<file path="src/rtl/hit_score_keeper_if.sv">
// hit_score_keeper_if: game-event inputs and score/state outputs of the score keeper
//   master: producer side (collision/game controller, testbench)
//   slave : score keeper side
//   startOfFrame, score_hit, penalty_hit, start_game : one-cycle event pulses
//   score_bcd, high_score_bcd                        : 3-digit packed BCD
//   lives, playing, invuln, game_over                : game state for the drawers
interface hit_score_keeper_if;
   logic        startOfFrame;
   logic        score_hit;
   logic        penalty_hit;
   logic        start_game;
   logic [11:0] score_bcd;
   logic [2:0]  lives;
   logic        playing;
   logic        invuln;
   logic        game_over;
   logic [11:0] high_score_bcd;
   modport master (
      output startOfFrame, score_hit, penalty_hit, start_game,
      input  score_bcd, lives, playing, invuln, game_over, high_score_bcd
   );
   modport slave (
      input  startOfFrame, score_hit, penalty_hit, start_game,
      output score_bcd, lives, playing, invuln, game_over, high_score_bcd
   );
endinterface

</file>
<file path="src/rtl/hit_score_keeper.sv">
// hit_score_keeper: BCD score, lives and IDLE/PLAY/INVULN/GAME_OVER game state machine
//   clk    : system clock
//   resetN : asynchronous active-low reset
//   bus    : hit_score_keeper_if.slave (event pulses in, registered score/state out)
//   Optional macro HIGH_SCORE_TRACK_EN keeps the best final score in high_score_bcd;
//   without it high_score_bcd is constant 12'h000.
module hit_score_keeper #(
   parameter int POINTS_PER_HIT = 1,
   parameter int INIT_LIVES     = 3,
   parameter int INVULN_FRAMES  = 30
) (
   input logic              clk,
   input logic              resetN,
   hit_score_keeper_if.slave bus
);
   typedef enum logic [1:0] {IDLE, PLAY, INVULN, GAME_OVER} state_t;
   state_t      state, state_nx;
   logic [11:0] score, score_nx, high;
   logic [2:0]  lives, lives_nx, lives_dec;
   logic [7:0]  frame_cnt, frame_nx, frame_inc;
   logic        playing, invuln, game_over;
   logic        playing_nx, invuln_nx, game_over_nx;
   logic        load, scoring, lose;

   // Saturating packed-BCD add of POINTS_PER_HIT; carries ripple ones->tens->hundreds.
   function automatic logic [11:0] bcd_add(input logic [11:0] s);
      logic [4:0] o, t, h;
      o = 5'(s[3:0]) + 5'(POINTS_PER_HIT);
      t = 5'(s[7:4]) + ((o > 5'd9) ? 5'd1 : 5'd0);
      h = 5'(s[11:8]) + ((t > 5'd9) ? 5'd1 : 5'd0);
      o = (o > 5'd9) ? o - 5'd10 : o;
      t = (t > 5'd9) ? t - 5'd10 : t;
      return (h > 5'd9) ? 12'h999 : {h[3:0], t[3:0], o[3:0]};
   endfunction

   // A fresh load beats any same-cycle hit in IDLE/GAME_OVER; penalties only count in PLAY.
   assign load      = (state == IDLE || state == GAME_OVER) && bus.start_game;
   assign scoring   = (state == PLAY || state == INVULN) && bus.score_hit;
   assign lose      = (state == PLAY) && bus.penalty_hit;
   assign lives_dec = (lives != 3'd0) ? lives - 3'd1 : 3'd0;
   assign frame_inc = frame_cnt + 8'd1;

   always_ff @(posedge clk or negedge resetN)
      if (!resetN) state <= IDLE;
      else state <= state_nx;

   always_comb begin
      state_nx = state;
      case (state)
         IDLE, GAME_OVER: if (bus.start_game) state_nx = PLAY;
         PLAY:            if (lose) state_nx = (lives_dec == 3'd0) ? GAME_OVER : INVULN;
         INVULN:          if (bus.startOfFrame && frame_inc == 8'(INVULN_FRAMES)) state_nx = PLAY;
         default:         state_nx = IDLE;
      endcase
   end

   // Flags are decoded from the next state so they line up with the registered score/lives.
   always_comb begin
      playing_nx   = state_nx == PLAY || state_nx == INVULN;
      invuln_nx    = state_nx == INVULN;
      game_over_nx = state_nx == GAME_OVER;
   end

   always_comb begin
      score_nx = load ? 12'h000 : scoring ? bcd_add(score) : score;
      lives_nx = load ? 3'(INIT_LIVES) : lose ? lives_dec : lives;
      frame_nx = (load || lose) ? 8'd0 : (state == INVULN && bus.startOfFrame) ? frame_inc : frame_cnt;
   end

   always_ff @(posedge clk or negedge resetN)
      if (!resetN) begin
         score     <= 12'h000;
         lives     <= 3'd0;
         frame_cnt <= 8'd0;
         playing   <= 1'b0;
         invuln    <= 1'b0;
         game_over <= 1'b0;
      end else begin
         score     <= score_nx;
         lives     <= lives_nx;
         frame_cnt <= frame_nx;
         playing   <= playing_nx;
         invuln    <= invuln_nx;
         game_over <= game_over_nx;
      end

`ifdef HIGH_SCORE_TRACK_EN
   // go_entry marks the first GAME_OVER cycle, when score holds the final value of the game.
   logic go_entry;
   always_ff @(posedge clk or negedge resetN)
      if (!resetN) begin
         go_entry <= 1'b0;
         high     <= 12'h000;
      end else begin
         go_entry <= game_over_nx && !game_over;
         if (go_entry && score > high) high <= score;
      end
`else
   assign high = 12'h000;
`endif

   assign bus.score_bcd      = score;
   assign bus.lives          = lives;
   assign bus.playing        = playing;
   assign bus.invuln         = invuln;
   assign bus.game_over      = game_over;
   assign bus.high_score_bcd = high;
endmodule

</file>
<file path="src/flat_wrapper.sv">
// flat-port wrapper written by rule: the top's interface ports become plain ports
module hit_score_keeper_flat 
#(
   parameter int POINTS_PER_HIT = 1,
   parameter int INIT_LIVES     = 3,
   parameter int INVULN_FRAMES  = 30
)
  (clk, resetN, bus_startOfFrame, bus_score_hit, bus_penalty_hit, bus_start_game, bus_score_bcd, bus_lives, bus_playing, bus_invuln, bus_game_over, bus_high_score_bcd);
  hit_score_keeper_if bus_i ();
  input logic clk;
  input logic resetN;
  input wire logic [$bits(bus_i.startOfFrame)-1:0] bus_startOfFrame;
  input wire logic [$bits(bus_i.score_hit)-1:0] bus_score_hit;
  input wire logic [$bits(bus_i.penalty_hit)-1:0] bus_penalty_hit;
  input wire logic [$bits(bus_i.start_game)-1:0] bus_start_game;
  output wire logic [$bits(bus_i.score_bcd)-1:0] bus_score_bcd;
  output wire logic [$bits(bus_i.lives)-1:0] bus_lives;
  output wire logic [$bits(bus_i.playing)-1:0] bus_playing;
  output wire logic [$bits(bus_i.invuln)-1:0] bus_invuln;
  output wire logic [$bits(bus_i.game_over)-1:0] bus_game_over;
  output wire logic [$bits(bus_i.high_score_bcd)-1:0] bus_high_score_bcd;
  assign bus_i.startOfFrame = bus_startOfFrame;
  assign bus_i.score_hit = bus_score_hit;
  assign bus_i.penalty_hit = bus_penalty_hit;
  assign bus_i.start_game = bus_start_game;
  assign bus_score_bcd = bus_i.score_bcd;
  assign bus_lives = bus_i.lives;
  assign bus_playing = bus_i.playing;
  assign bus_invuln = bus_i.invuln;
  assign bus_game_over = bus_i.game_over;
  assign bus_high_score_bcd = bus_i.high_score_bcd;
  hit_score_keeper #(.POINTS_PER_HIT(POINTS_PER_HIT), .INIT_LIVES(INIT_LIVES), .INVULN_FRAMES(INVULN_FRAMES)) u_core (.clk(clk), .resetN(resetN), .bus(bus_i));
endmodule
</file>
<file path="config.mk">
export PLATFORM = sky130hd
export DESIGN_NAME = hit_score_keeper_flat
export DESIGN_NICKNAME = d
export VERILOG_FILES = /design/src/rtl/hit_score_keeper_if.sv /design/src/rtl/hit_score_keeper.sv /design/src/flat_wrapper.sv
export SDC_FILE = /design/constraint.sdc
export NUM_CORES = 1
export LEC_CHECK = 0
export CAP_MARGIN = 5
export CORE_AREA = 2 2 68 70
export CTS_CLUSTER_SIZE = 8
export DETAILED_ROUTE_END_ITERATION = 6
export DIE_AREA = 0 0 70 72
export GPL_ROUTABILITY_DRIVEN = 0
export GPL_TIMING_DRIVEN = 0
export HOLD_SLACK_MARGIN = 0.05
export PLACE_DENSITY = 0.75
export SETUP_SLACK_MARGIN = 0.05
export SKIP_LAST_GASP = 1
export SLEW_MARGIN = 5
export SYNTH_ARGS = -nofsm -noshare
export SYNTH_HDL_FRONTEND = slang
export SYNTH_SLANG_ARGS = --single-unit
export TNS_END_PERCENT = 30
</file>
<file path="constraint.sdc">
create_clock -name clk -period 4.2 [get_ports clk]
set_input_delay 0.84 -clock clk [delete_from_list [all_inputs] [get_ports clk]]
set_output_delay 0.84 -clock clk [all_outputs]
set_load 0.05 [all_outputs]
</file>
==> results.json <==
{
  "vias": 1676,
  "synth_compound_area_share_pct": 17.4,
  "die_h_um": 72,
  "synth-simple-area-share_pct": 21.3,
  "ant_nets": 0,
  "startpoint_type": "flip-flop",
  "rows": 24,
  "timing.final.crit_share_pct": 94.8,
  "yosysTopAreaCell": "dfrtp_1",
  "finalHoldViolations": 0,
  "rsz0062_at_grt": "false",
  "clkLatencyLatePin_ps": 280,
  "synth_area_per_cell_um2": 8.95,
  "yosysSeqAreaShare_pct": 35.9,
  "cts-root-buf": "clkbuf_8",
  "met2_usage_pct": 24.8,
  "drc": 0,
  "path_max_fanout": 5,
  "clock_skew_ps": 9.28,
  "slew_viol_final": 0,
  "r2r.worst_path.cells": 20,
  "syn2layout_area_growth_pct": 28.5,
  "setup_violations": 0,
  "synth.most_common_cell": "dfrtp_1",
  "yosysUniqueCellTypes": 52,
  "cts_buffer_depth": 2,
  "max_freq_mhz": 251,
  "clock-sinks": 28,
  "cts_tree": "done",
  "num_antenna_cells": 0,
  "grt_pass1_wl_um": 6490,
  "slew_headroom_pct": 59.1,
  "synth_area_um2": 1950,
  "synthAdderAreaFrac_pct": 10.3,
  "synth-seq-cells": 28,
  "layout_min_cycle_time_ps": 3980,
  "dieArea_um2": 5040,
  "routedWlPerCell_um": 12.5,
  "antenna_found_initial": 0,
  "leakage_uw": 0.00110,
  "p_per_area_nw_per_um2": 624,
  "hpwl_um": 2810,
  "grt_overflow": 0,
  "synth_top_family_by_area": "simple AND/OR/NAND/NOR gates",
  "grt_busiest_layer": "met2",
  "synthXorXnorAreaFrac_pct": 5.83,
  "ctsHoldBuffers": 0,
  "fin_util_pct": 58.8,
  "final.setup.tns_ps": 0,
  "grt_util_met1_pct": 22.3,
  "vias_per_cell": 5.29,
  "ir_drop_uv": 330,
  "tightestPinTransition_ps": 614,
  "core_um2": 4260,
  "cap_violations": 0,
  "first_pass_iters": 4,
  "drive_gt1_share_pct": 19.2,
  "grt_max_degree": 29,
  "grtUsageMet3_pct": 1.11,
  "power_uw": 1560,
  "grt_usage_pct": 15.3,
  "synth_mux_area_share_pct": 1.54,
  "wirelength_um": 3980,
  "yosys_warnings": 0,
  "start_util_pct": 45.8,
  "required_ps": 4420,
  "endpoint_kind": "flip-flop",
  "status": "finished, final reports clean",
  "synth_ff_type": "dfrtp_1",
  "hold_path_class": "in2async",
  "critPathKind": "reg2reg",
  "ctsHtreeMaxLevel": 1,
  "dieWidth_um": 70,
  "synthArstFlopShare_pct": 100,
  "drt_iter0_markers": 113,
  "num-nets-final": 288,
  "synth_top_area_share_pct": 35.9,
  "ioPinCount": 36,
  "synth_area_leaders": "dfrtp_1 (36%), ha_1 (10%), buf_4 (4.6%), xor2_1 (4.5%), a21oi_1 (4.4%)",
  "first_global_vias": 1440,
  "arrival_ps": 4210,
  "io_buffer_count": 23,
  "synthTopCellsByCount": "dfrtp_1 (28), nand2_1 (21), a21oi_1 (17), nor2_1 (17), ha_1 (16)",
  "cts_buffers": 3,
  "clk_pin_slew_ps": 100,
  "syn-instance-count": 218,
  "synth_edf_count": 0
}
## path summary, 6_finish.rpt
check | start | to | slack, ps
worst min register to register | u_core.frame_cnt[5]$_DFFE_PN0P_ | u_core.frame_cnt[5]$_DFFE_PN0P_ | 570
worst min-delay path | resetN | u_core.frame_cnt[6]$_DFFE_PN0P_ | 560
worst max-delay path | u_core.bus.score_bcd[1]$_DFFE_PN0P_ | u_core.bus.score_bcd[2]$_DFFE_PN0P_ | 220
max in group asynchronous | resetN | u_core.bus.score_bcd[0]$_DFFE_PN0P_ | 3210
worst max register to register | u_core.bus.score_bcd[1]$_DFFE_PN0P_ | u_core.bus.score_bcd[2]$_DFFE_PN0P_ | 220
min in group clk | u_core.frame_cnt[5]$_DFFE_PN0P_ | u_core.frame_cnt[5]$_DFFE_PN0P_ | 570
## registers in the layout, indices dropped and copies added (netlist names)
name	flops
u_core.bus.score_bcd	12
u_core.frame_cnt	8
u_core.bus.lives	3
u_core.state	2
u_core.bus.game_over	1
u_core.bus.invuln	1
u_core.bus.playing	1
## report_power, final
group	leakage, uW	internal [uW]	switching [uW]
Sequential	0.000367	332	75.5
Combinational	0.000700	372	569
Clock	0.0000357	128	87.6
Total	0.00110	832	733
## metal layers
| layer | vias up | wire, um |
|---|---|---|
| li1 | 846 | - |
| met1 | 799 | 2010 |
| met2 | 27 | 1810 |
| met3 | 4 | 111 |
| met4 | 0 | 44 |
| met5 | - | 0 |
## layout make-up
cell class	count	area, um^2
timing repair buffer	32	293
buffer	14	100
tap	52	65.1
sequential	28	703
clock buffer	3	41.3
clock inverter	1	30.0
inverter	13	48.8
fill	380	1760
multi-input combinational	174	1230
## worst max-delay path, stage by stage (launching register included)
cell and delay (ps):
dfrtp_2 430, inv_1 60, ha_1 290, inv_2 60
ha_1 200, nand2b_1 80, a21o_1 170, o21ai_4 90
and2_4 180, ha_4 170, ha_4 170, and2b_1 240
a211oi_2 50, nor2_2 210, ha_2 230, ha_1 250
or2_1 240, a21oi_2 170, o21ai_2 110, a2111oi_1 340
or3b_1 170
## cells by family after synthesis
group	after synthesis
AOI/OAI and AO/OA	50
muxes	3
adders and majority gates	16
xor gates and xnor gates	13
buffers and inverters	27
and+or+nand+nor	80
DFF	28
other	1
## cell usage in the layout (no fill, tap or decap), types with 2 or more instances in the layout
| master | instances |
|---|---|
| conb_1 | 12 |
| a21oi_1 | 15 |
| dfrtp_2 | 2 |
| nor2_1 | 17 |
| nand2_2 | 2 |
| buf_2 | 2 |
| mux2i_1 | 3 |
| nand2_1 | 20 |
| nand4b_1 | 2 |
| o21ai_0 | 8 |
| clkbuf_8 | 3 |
| a211o_1 | 2 |
| xnor2_1 | 3 |
| a21oi_2 | 2 |
| ha_4 | 3 |
| nor2b_1 | 4 |
| a31oi_1 | 2 |
| nand2b_1 | 5 |
| ha_1 | 12 |
| buf_4 | 21 |
| clkdlybuf4s50_1 | 22 |
| nand3_1 | 5 |
| xor2_1 | 10 |
| o211ai_1 | 5 |
| nor3_1 | 6 |
| dfrtp_1 | 26 |
| nand4_1 | 5 |
| inv_1 | 12 |
## repair_timing
item,4_1_cts,5_1_grt
pin swaps,0,8
hold endpoints to repair,0,0
gates cloned,0,0
endpoints found under the setup margin,8,10
buffers inserted,2,7
resized for setup,9,8
## per-stage QoR
| step | area [um^2] | instances | worst slack [ps] | hold WS (ps) |
|---|---|---|---|---|
| floorplan | 2000 | 229 | 52.7 | 518 |
| global placement | 2290 | 304 | -116 | 517 |
| detailed placement | 2290 | 304 | -180 | 519 |
| CTS | 2400 | 310 | 73.7 | 578 |
| global route | 2510 | 317 | 15.1 | 613 |
| finish | 2510 | 317 | 217 | 564 |
Power figures use the tool's default switching activity.
